<file path="src/rtl/div_iter.sv">
// div_iter: iterative radix-2 restoring divider for DIV/DIVU.
//   One trial subtract per clock; a full divide takes WIDTH+1 edges from the
//   accept edge (WIDTH steps plus one sign-fixup edge).
// Ports:
//   clk, reset      clock; asynchronous active-high reset (forces IDLE)
//   start           request, sampled only in IDLE
//   is_signed       1 = two's complement (DIV), 0 = unsigned (DIVU)
//   opA, opB        dividend, divisor (captured on the accept edge)
//   busy            high from the accept edge until the result edge
//   done            one-cycle pulse with quotient/remainder valid
//   quotient        held until the next done
//   remainder       held until the next done
// Config macro: DIV_EARLY_TERM_EN -- when defined, a divide with |opA| < |opB|
//   (and opB != 0) skips the iteration and completes one edge after accept.
module div_iter #(
    parameter int WIDTH = 32
) (
    input  logic             clk,
    input  logic             reset,
    input  logic             start,
    input  logic             is_signed,
    input  logic [WIDTH-1:0] opA,
    input  logic [WIDTH-1:0] opB,
    output logic             busy,
    output logic             done,
    output logic [WIDTH-1:0] quotient,
    output logic [WIDTH-1:0] remainder
);

    localparam int CW = (WIDTH > 1) ? $clog2(WIDTH) : 1;

    typedef enum logic [1:0] {IDLE, ITER, FIX} state_t;

    state_t           state, state_n;
    logic [WIDTH-1:0] rem;       // partial remainder
    logic [WIDTH-1:0] dvd;       // dividend bits shifting out, quotient bits shifting in
    logic [WIDTH-1:0] div;       // divisor magnitude
    logic [CW-1:0]    cnt;
    logic             q_neg, r_neg, div_zero;

    logic             sign_a, sign_b;
    logic [WIDTH-1:0] mag_a, mag_b;
    logic [WIDTH:0]   shifted, trial;
    logic             trial_neg;
    logic             early_term;

    assign sign_a = is_signed & opA[WIDTH-1];
    assign sign_b = is_signed & opB[WIDTH-1];
    // Negating the most negative value yields itself, which read as unsigned
    // is the correct magnitude.
    assign mag_a  = sign_a ? (~opA + 1'b1) : opA;
    assign mag_b  = sign_b ? (~opB + 1'b1) : opB;

    // rem < div always holds, so a non-negative trial fits in WIDTH bits and
    // a negative one always sets bit WIDTH; WIDTH+1 bits suffice for the sign.
    assign shifted   = {rem, dvd[WIDTH-1]};
    assign trial     = shifted - {1'b0, div};
    assign trial_neg = trial[WIDTH];

`ifdef DIV_EARLY_TERM_EN
    assign early_term = (opB != '0) && (mag_a < mag_b);
`else
    assign early_term = 1'b0;
`endif

    always_comb begin
        state_n = state;
        case (state)
            IDLE:    if (start) state_n = early_term ? FIX : ITER;
            ITER:    if (cnt == '0) state_n = FIX;
            FIX:     state_n = IDLE;
            default: state_n = IDLE;
        endcase
    end

    always_ff @(posedge clk or posedge reset) begin
        if (reset) begin
            state     <= IDLE;
            busy      <= 1'b0;
            done      <= 1'b0;
            quotient  <= '0;
            remainder <= '0;
            rem       <= '0;
            dvd       <= '0;
            div       <= '0;
            cnt       <= '0;
            q_neg     <= 1'b0;
            r_neg     <= 1'b0;
            div_zero  <= 1'b0;
        end else begin
            state <= state_n;
            done  <= 1'b0;
            case (state)
                IDLE: if (start) begin
                    busy     <= 1'b1;
                    div      <= mag_b;
                    cnt      <= CW'(WIDTH - 1);
                    q_neg    <= sign_a ^ sign_b;
                    r_neg    <= sign_a;
                    div_zero <= (opB == '0);
                    if (early_term) begin
                        // quotient 0; remainder fixup restores opA
                        rem <= mag_a;
                        dvd <= '0;
                    end else begin
                        rem <= '0;
                        dvd <= mag_a;
                    end
                end
                ITER: begin
                    dvd <= {dvd[WIDTH-2:0], ~trial_neg};
                    rem <= trial_neg ? shifted[WIDTH-1:0] : trial[WIDTH-1:0];
                    cnt <= cnt - 1'b1;
                end
                FIX: begin
                    busy <= 1'b0;
                    done <= 1'b1;
                    // Divide by zero: the iteration leaves rem = |opA|, so the
                    // normal remainder fixup already returns opA unmodified.
                    quotient  <= div_zero ? '1 : (q_neg ? (~dvd + 1'b1) : dvd);
                    remainder <= r_neg ? (~rem + 1'b1) : rem;
                end
                default: ;
            endcase
        end
    end

endmodule

</file>
<file path="config.mk">
export PLATFORM = sky130hd
export DESIGN_NAME = div_iter
export DESIGN_NICKNAME = d
export VERILOG_FILES = /design/src/rtl/div_iter.sv
export SDC_FILE = /design/constraint.sdc
export NUM_CORES = 1
export LEC_CHECK = 0
export BUFFER_PORTS_ARGS = -buffer_cell sky130_fd_sc_hd__clkbuf_2
export CAP_MARGIN = 0
export CORE_AREA = 2 2 190 117
export CTS_BUF_LIST = sky130_fd_sc_hd__clkbuf_8
export DETAILED_ROUTE_END_ITERATION = 6
export DIE_AREA = 0 0 192 119
export PLACE_DENSITY = 0.87
export SYNTH_ARGS = -nofsm -noshare
export SYNTH_HDL_FRONTEND = slang
export SYNTH_SLANG_ARGS = --single-unit
</file>
<file path="constraint.sdc">
create_clock -name clk -period 4.9 [get_ports clk]
set_clock_uncertainty 0.05 [all_clocks]
set_input_delay 0.245 -clock clk [delete_from_list [all_inputs] [get_ports clk]]
set_output_delay 0.245 -clock clk [all_outputs]
set_load 0.02 [all_outputs]
</file>
# Word level (Yosys, flattened, before mapping)

Cells that the tools add are included.

Bits in registers: 172
Output and inout bits: 66
Logic and storage cells: 57

$add $sub $neg: 6
Bitwise gates (word level): 8
Reduce and logical (&&, ||, !) cells: 9
Muxes and demuxes: 18
Equal/unequal tests: 4

Operators by type and width:

| cell                  | number |
|---|---|
| $mux 32               | 8 |
| $add 32x1->32 const B | 4 |
| $not 32->32           | 4 |
| $pmux 32 s2           | 2 |
| $sub 33x32->33        | 1 |
| $logic_not 32->1      | 1 |
| $pmux 5 s2            | 1 |
| $reduce_and 2->1      | 4 |
| $logic_not 5->1       | 1 |
| $mux 5                | 1 |
| $sub 5x1->5 const B   | 1 |
| $mux 2                | 2 |
| $ne 2x2->1 const B    | 2 |
| $pmux 2 s2            | 1 |
| $reduce_bool 2->1     | 2 |
| $and 1x1->1           | 2 |
| $eq 2x1->1 const B    | 1 |
| $eq 2x2->1 const B    | 1 |
| $logic_not 2->1       | 1 |
| $mux 1                | 2 |
| $pmux 1 s2            | 1 |
| $not 1->1             | 1 |
| $xor 1x1->1           | 1 |

# Logic depth before layout (Yosys ltp)

Gate-level depths: netlist of run 1.

Depth in word-level cells: 5
Depth in mapped cells: 14
Mapped depth without buffers: 13

# Worst setup path before layout of run 1

No wires, ideal clock.

Kind: reg-to-reg
From: register dvd[31]
To: register rem[31]
Stages on the path, launching flop included: 15
Buffers on the path: 1
Arrival time: 3.226 ns
Data required time: 4.718 ns
Period minus slack after synthesis: 3.408 ns
Setup slack: 1.492 ns
Setup time: 0.132 ns
Cells stage by stage: dfrtp_1 -> inv_1 -> ha_1 -> fa_1 -> nand2b_1 -> a21oi_1 -> o21ai_1 -> a21oi_1 -> o21a_1 -> nor2_1 -> o41ai_2 -> xor2_1 -> buf_2 -> mux2i_1 -> o21ai_1

Longest elaborated chain between the ends: 3

RTL lines:

| what                   | RTL line | text |
|---|---|---|
| start, declared        | 36       | `logic [WIDTH-1:0] dvd;` |
| start signal, assigned | 107      | `dvd <= mag_a;` |
| start signal, assigned | 111      | `dvd <= {dvd[WIDTH-2:0], ~trial_neg};` |
| $sub 33x32->33         | 57       | `assign trial = shifted - {1'b0, div};` |
| $mux 32                | 112      | `rem <= trial_neg ? shifted[WIDTH-1:0] : trial[WIDTH-1:0];` |
| $pmux 32 s2            | 93       | `case (state)` |
| end signal, assigned   | 103      | `rem <= mag_a;` |
| end signal, assigned   | 112      |  |
| end, declared          | 35       | `logic [WIDTH-1:0] rem;` |

Every way passes these cells.
A chain may end at the register's enable or synchronous reset.

# Worst setup path in the final report of run 1

From: register dvd[31]
To: register rem[7]

Same word-level chain as after synthesis.

==> flow_summary.ini, run 1 <==
[timing]
drv_slew = 0
setup_tns_ns = 0
min_period_ns = 4.16
setup_violations = 0
hold_violations = 52
relSlewSlack_pct = 18.4
worst_hold_slack_ns = -0.0266
worst_pin_slew_ns = 1.22
final.period_utilization_pct = 85.0
rsz0062_at_grt = false
clock.fmax_mhz = 240

[detailed_routing]
drtIter0Drc = 1009
wl_mm = 29.5
antenna_left = 0
drt_first_pass_iters = 5
via_per_inst = 5.84
routedWlPerCell_um = 17.8
route.detailed.drc = 0
dr_total_vias = 9665

[yosys]
ys_ff_latch = 172
yosysWarnings = 0
synthArstFlopShare_pct = 100
syn_area_um2 = 10800
synth.avg_cell_area_um2 = 8.65
synthesis.nets = 1358
muxShareOfSynthArea_pct = 2.97
synth-xor-area-share_pct = 12.1
synth_compound_area_share_pct = 21.0
synth_top_area_share_pct = 39.8
yosys.area.top_type = dfrtp_1
synth_seq_area_share_pct = 39.8
synth_top_cells_by_count = 172 x dfrtp_1, 166 x o21ai_0, 139 x nand2_1, 101 x a21oi_1, 91 x xor2_1
synth_cells = 1251
synth_top_family_by_area = compound AO/OA/AOI/OAI gates
synthSimpleGateAreaFrac_pct = 15.3
synth_adder_area_share_pct = 4.58
yosysMostFrequentCell = dfrtp_1
synth_edf_count = 0
ys.flop_type = dfrtp_1
ys_types = 57
synth.area.top_cells = dfrtp_1 40%, o21ai_0 7.7%, xor2_1 7.4%, nand2_1 4.8%, xnor2_1 4.7%

[placed_design]
gp_congestion = 0.982
placed_cell_area_um2 = 11800
port_buffers = 133
dp_hpwl_mm = 22.0
place_inst = 1623

[floorplan]
die-area_um2 = 22800
fp.dieH_um = 119
core_area_um2 = 21400
die_w_um = 192
core.rowCount = 42
ios = 134
initial_core_util_pct = 50.5

[worst_setup_path]
startpoint_type = flip-flop
crit_type = flip-flop to flip-flop
end_kind = flip-flop
cp_max_fo = 21
worst-endpoint-arrival_ns = 4.45
required_ns = 5.18

[status]
violations = hold timing
status = finished, violations left

[clock_network]
insertion_delay_ns = 0.48
cts-root-buf = clkbuf_8
cts_inserted_buffers = 17
ctsLongestPathBuffers = 2
h-tree-depth = 4
clk_pin_slew_ns = 0.09
numClockSinks = 172
tritoncts = done
postCtsSetupBuffers = 0

[grt]
grt-ovfl-total = 0
grt_pass1_wl_mm = 46.9
grt_pass1_vias = 8916
antenna_found_initial = 0
grtUsageTotal_pct = 26.1
grt_max_degree = 173

[cells_and_area]
area_growth_pct = 12.4
num_antenna_cells = 0
n_fill_cell = 1916
stdcell_count = 1655
fin_nets = 1464
final_area_um2 = 12200
multi_input_area_um2 = 6090
regArea_um2 = 4300
drive_above_1_share_pct = 14.2

[power]
leakage_nw = 5.49
power_density_nw_per_um2 = 774
ir_worst_vdd_uv = 491

[job]
maxCapViolCount = 0

[hold_path]
min_path_type = input pin to async pin
==> cell families after synthesis <==
family | after synthesis
DFF | 172
muxes | 32
xor gates and xnor gates | 149
adders and majority gates | 39
buffers and inverters | 117
and+or+nand+nor | 355
AOI/OAI and AO/OA | 387
==> worst max-delay path, cell delays in order (launching register included) <==
cell	delay (ns)
dfrtp_1	0.39
inv_1	0.08
ha_1	0.22
fa_1	0.39
nand2b_1	0.18
a21oi_1	0.22
o21ai_1	0.20
a21oi_1	0.28
o21a_1	0.18
nor2_1	0.07
o41ai_2	0.60
xor2_4	0.58
buf_12	0.27
mux2i_1	0.21
o21ai_0	0.11
==> routing by layer <==
metal	vias up	track usage [%]	share of wire (%)
li1	4627	-	-
met1	4528	42.9	50
met2	481	33.1	38
met3	29	7.57	12
met4	0	5.06	0.83
met5	-	0	0
==> registers in the layout (all words and copies together) (netlist names) <==
name	flops
dvd	32
remainder	32
state	2
r_neg	1
busy	1
quotient	32
done	1
rem	32
q_neg	1
div	32
cnt	5
div_zero	1
==> through the flow <==
stage	utilization [%]	hold WS [ns]	setup WS, ns	power [mW]
2_1_floorplan	-	0.328	1.49	6.71
3_3_place_gp	54.9	0.413	0.997	8.01
3_5_place_dp	54.9	0.420	0.828	8.24
4_1_cts	56.8	0.00528	0.819	9.29
5_1_grt	56.8	0.0161	0.443	10.1
6_report	56.8	-0.0266	0.736	9.42
==> final cells by class <==
cell class / count / area share, %
clock inverter: 14 / 1.32
tap: 286 / 2.94
sequential: 172 / 35.4
clock buffer: 17 / 1.92
inverter: 57 / 1.79
timing repair buffer: 147 / 6.66
multi-input combinational: 962 / 50.0
==> what timing repair did <==
action	in CTS	in global routing
hold buffers	1	0
resized for setup	0	0
endpoints found under the hold margin	1	0
==> final timing paths <==
path,from,slack (ns),end,cells after the start
max,dvd[31],0.74,rem[7],14
max in group asynchronous,reset,4.13,div[21],3
max reg2reg,dvd[31],0.74,rem[7],14
min reg2reg,div[25],0.44,div[25],2
min,reset,-0.03,quotient[19],3
min in group clk,opB[19],0.02,div[19],3
==> cells in the final DEF (no fill, tap or decap), types with 4 or more instances in the layout <==
master,n
nor4_1,13
nand3b_1,6
xnor2_1,58
inv_1,56
nand3_1,23
nor2b_1,8
ha_1,38
a22oi_1,31
dfrtp_1,172
o41ai_1,14
and2_1,5
a21oi_1,101
nor3_1,18
o21ai_0,166
clkbuf_2,133
nand2_1,139
or4_1,7
o21ai_1,6
nand4_1,7
o31ai_1,24
or3_1,14
nor2_1,83
o211ai_1,4
a31oi_1,7
buf_4,10
clkbuf_8,17
mux2i_1,31
xor2_1,90
a21o_1,13
nand2b_1,12
==> report_power, final <==
part | switching (mW) | internal [mW]
logic | 3.26 | 2.33
clock network | 0.570 | 0.461
registers | 0.770 | 2.03
total | 4.60 | 4.82
Power figures use the tool's default switching activity.
==> run 2, diff against run 1 <==
==> config.mk (replaced) <==
export PLATFORM = sky130hd
export DESIGN_NAME = div_iter
export DESIGN_NICKNAME = d
export VERILOG_FILES = /design/src/rtl/div_iter.sv
export SDC_FILE = /design/constraint.sdc
export NUM_CORES = 1
export LEC_CHECK = 0
export ABC_AREA = 1
export BUFFER_PORTS_ARGS = -buffer_cell sky130_fd_sc_hd__clkbuf_2
export CAP_MARGIN = 0
export CORE_AREA = 2 2 207 128
export CTS_BUF_LIST = sky130_fd_sc_hd__clkbuf_8
export DETAILED_ROUTE_END_ITERATION = 6
export DIE_AREA = 0 0 209 130
export PLACE_DENSITY = 0.83
export SYNTH_ARGS = -nofsm -noshare
export SYNTH_HDL_FRONTEND = slang
export SYNTH_SLANG_ARGS = --single-unit
==> constraint.sdc (replaced) <==
create_clock -name clk -period 4.1 [get_ports clk]
set_clock_uncertainty 0.05 [all_clocks]
set_input_delay 0.205 -clock clk [delete_from_list [all_inputs] [get_ports clk]]
set_output_delay 0.205 -clock clk [all_outputs]
set_load 0.02 [all_outputs]
==> run 2 against run 1 <==
Net effect: highest routed layer unchanged; first-iteration DRC count is 73% higher; the run now ends clean; cell count is 48% higher; sequential power is 10% higher; critical path depth is 1 lower; design area is 20% higher; core utilization is 0.076 points higher; area after synthesis is 20% higher; largest power group unchanged; critical endpoint is now rem[22]; fmax is 44% higher.
==> flow_summary.ini, run 2 <==
[status]
status = complete, no violations

[clock_network]
tritoncts = done
insertion_delay_ns = 0.49
cts_inserted_buffers = 17
numClockSinks = 172
ctsLongestPathBuffers = 2
clk_pin_slew_ns = 0.10
h-tree-depth = 4
cts-root-buf = clkbuf_8

[detailed_routing]
wl_mm = 44.4
drtIter0Drc = 1749
via_per_inst = 5.60
drt_first_pass_iters = 6
dr_total_vias = 13800
route.detailed.drc = 0
antenna_left = 0
routedWlPerCell_um = 18.1

[timing]
setup_violations = 0
worst_hold_slack_ns = 0.00575
relSlewSlack_pct = 38.8
clock.fmax_mhz = 347
hold_violations = 0
worst_pin_slew_ns = 0.917
setup_tns_ns = 0
drv_slew = 0
final.period_utilization_pct = 70.3
rsz0062_at_grt = false
min_period_ns = 2.88

[worst_setup_path]
cp_top_family = simple AND/OR/NAND/NOR gates
cp_max_fo = 15
crit_type = flip-flop to flip-flop
ff2ff_setup_slack_ns = 1.22
required_ns = 4.44
cp_cell_sequence = ha_1, nand2_1, nand2_1, inv_1, nor2_1, nor2_1, nand2_1, a21oi_4, nand3_2, nand2_4, nand2_1, nand3_1, nand2_1
end_kind = flip-flop
crit_path_frequent_cell = nand2_1
startpoint_type = flip-flop
cp_slowest_cell = dfrtp_1
worst-endpoint-arrival_ns = 3.23
crit_path_max_incr_delay_ns = 0.49
worst-path-buf-inv = 1

[power]
ir_worst_vdd_uv = 403
power_density_nw_per_um2 = 860
leakage_nw = 7.56

[placed_design]
gp_congestion = 1.00
port_buffers = 133
dp_hpwl_mm = 35.3
place_inst = 2405

[yosys]
synth_top_cells_by_count = 589 x nand2_1, 295 x inv_1, 202 x nand3_1, 182 x nor2_1, 172 x dfrtp_1
synth_compound_area_share_pct = 11.0
muxShareOfSynthArea_pct = 0
synthSimpleGateAreaFrac_pct = 36.5
synth_adder_area_share_pct = 3.82
yosysMostFrequentCell = nand2_1
synth.avg_cell_area_um2 = 6.54
synthArstFlopShare_pct = 100
ys_ff_latch = 172
synthesis.nets = 2088
yosysWarnings = 0
synth.area.top_cells = dfrtp_1 33%, nand2_1 17%, inv_1 8.5%, nand3_1 7.8%, nor2_1 5.3%
ys_types = 48
synth_seq_area_share_pct = 33.2
synth_cells = 1981
synth-xor-area-share_pct = 4.46
syn_area_um2 = 13000
synth_top_area_share_pct = 33.2
synth_edf_count = 0
ys.flop_type = dfrtp_1
yosys.area.top_type = dfrtp_1
synth_top_family_by_area = simple AND/OR/NAND/NOR gates

[cells_and_area]
drive_above_1_share_pct = 11.5
stdcell_count = 2457
layout_commonest_cell = nand2_1
area_growth_pct = 12.4
fin_nets = 2215
final_cell_mix = 589 x nand2_1, 294 x inv_1, 201 x nand3_1, 181 x nor2_1, 172 x dfrtp_1
num_antenna_cells = 0

[hold_path]
min_path_type = input pin to flip-flop

[floorplan]
fp.dieH_um = 130
ios = 134
initial_core_util_pct = 50.6
die-area_um2 = 27200
die_w_um = 209
core.rowCount = 46
core_area_um2 = 25600

[grt]
grtUsageTotal_pct = 32.7
grt_max_degree = 109
grt-ovfl-total = 0
grt_pass1_vias = 11900
grt_pass1_wl_mm = 67.6
antenna_found_initial = 0

[job]
maxCapViolCount = 0
[run 2: metal layers]
| layer | GRT usage (%) | up-vias | routed length (um) |
|---|---|---|---|
| met5 | 0 | - | 0 |
| met4 | 5.46 | 0 | 408 |
| met3 | 10.7 | 40 | 6040 |
| met2 | 42.4 | 713 | 16900 |
| met1 | 52.0 | 6428 | 21100 |
| li1 | - | 6573 | - |
[run 2: through the flow]
stage               area [um^2]  setup WS [ns]  power (mW)  util [%]
floorplan                 13000           1.65        8.65         -
detailed placement        13900           1.30        10.9      54.3
finish                    14600           1.22        12.5      56.8
global placement          13900           1.31        10.8      54.3
CTS                       14600           1.28        12.3      56.8
global route              14600           1.06        13.6      56.8
[run 2: area by class of cell]
type	instances	area [um^2]
multi-input combinational	1443	7260
sequential	172	4300
clock inverter	13	186
inverter	310	1170
fill	2501	11100
timing repair buffer	164	961
tap	336	420
clock buffer	19	262
[run 2: worst min-delay path, cell delays in order]
cell	delay (ns)
clkbuf_2	0.11
xor2_1	0.08
o21ai_0	0.13
[run 2: repair_timing]
action                    in CTS  in global routing
resized for setup              0                  0
hold buffers                  20                  0
buffers inserted               0                  0
hold endpoints to repair      46                  0
[run 2: power by group]
group	switching [mW]	leakage (nW)	internal (mW)
logic	5.41	5.38	2.62
registers	0.811	1.95	2.27
clock network	0.697	0.227	0.702
[run 2: cells by family (layout without fill, tap and decap cells)]
| logic type | Yosys count | count (layout) |
|---|---|---|
| compound gates | 248 | 248 |
| xor+xnor | 66 | 66 |
| fa+ha+maj | 39 | 39 |
| buf+inv | 366 | 506 |
| flops | 172 | 172 |
| simple gates | 1090 | 1090 |
[run 2: path summary, 6_finish.rpt]
kind                       cells after the start     from           end
setup / recovery                              13  rem[28]       rem[22]
hold reg to reg                                2  div[28]       div[28]
min in group asynchronous                      3    reset  quotient[27]
hold / removal                                 3   opB[4]        div[4]
setup reg to reg                              13  rem[28]       rem[22]
max in group asynchronous                      4    reset       div[17]
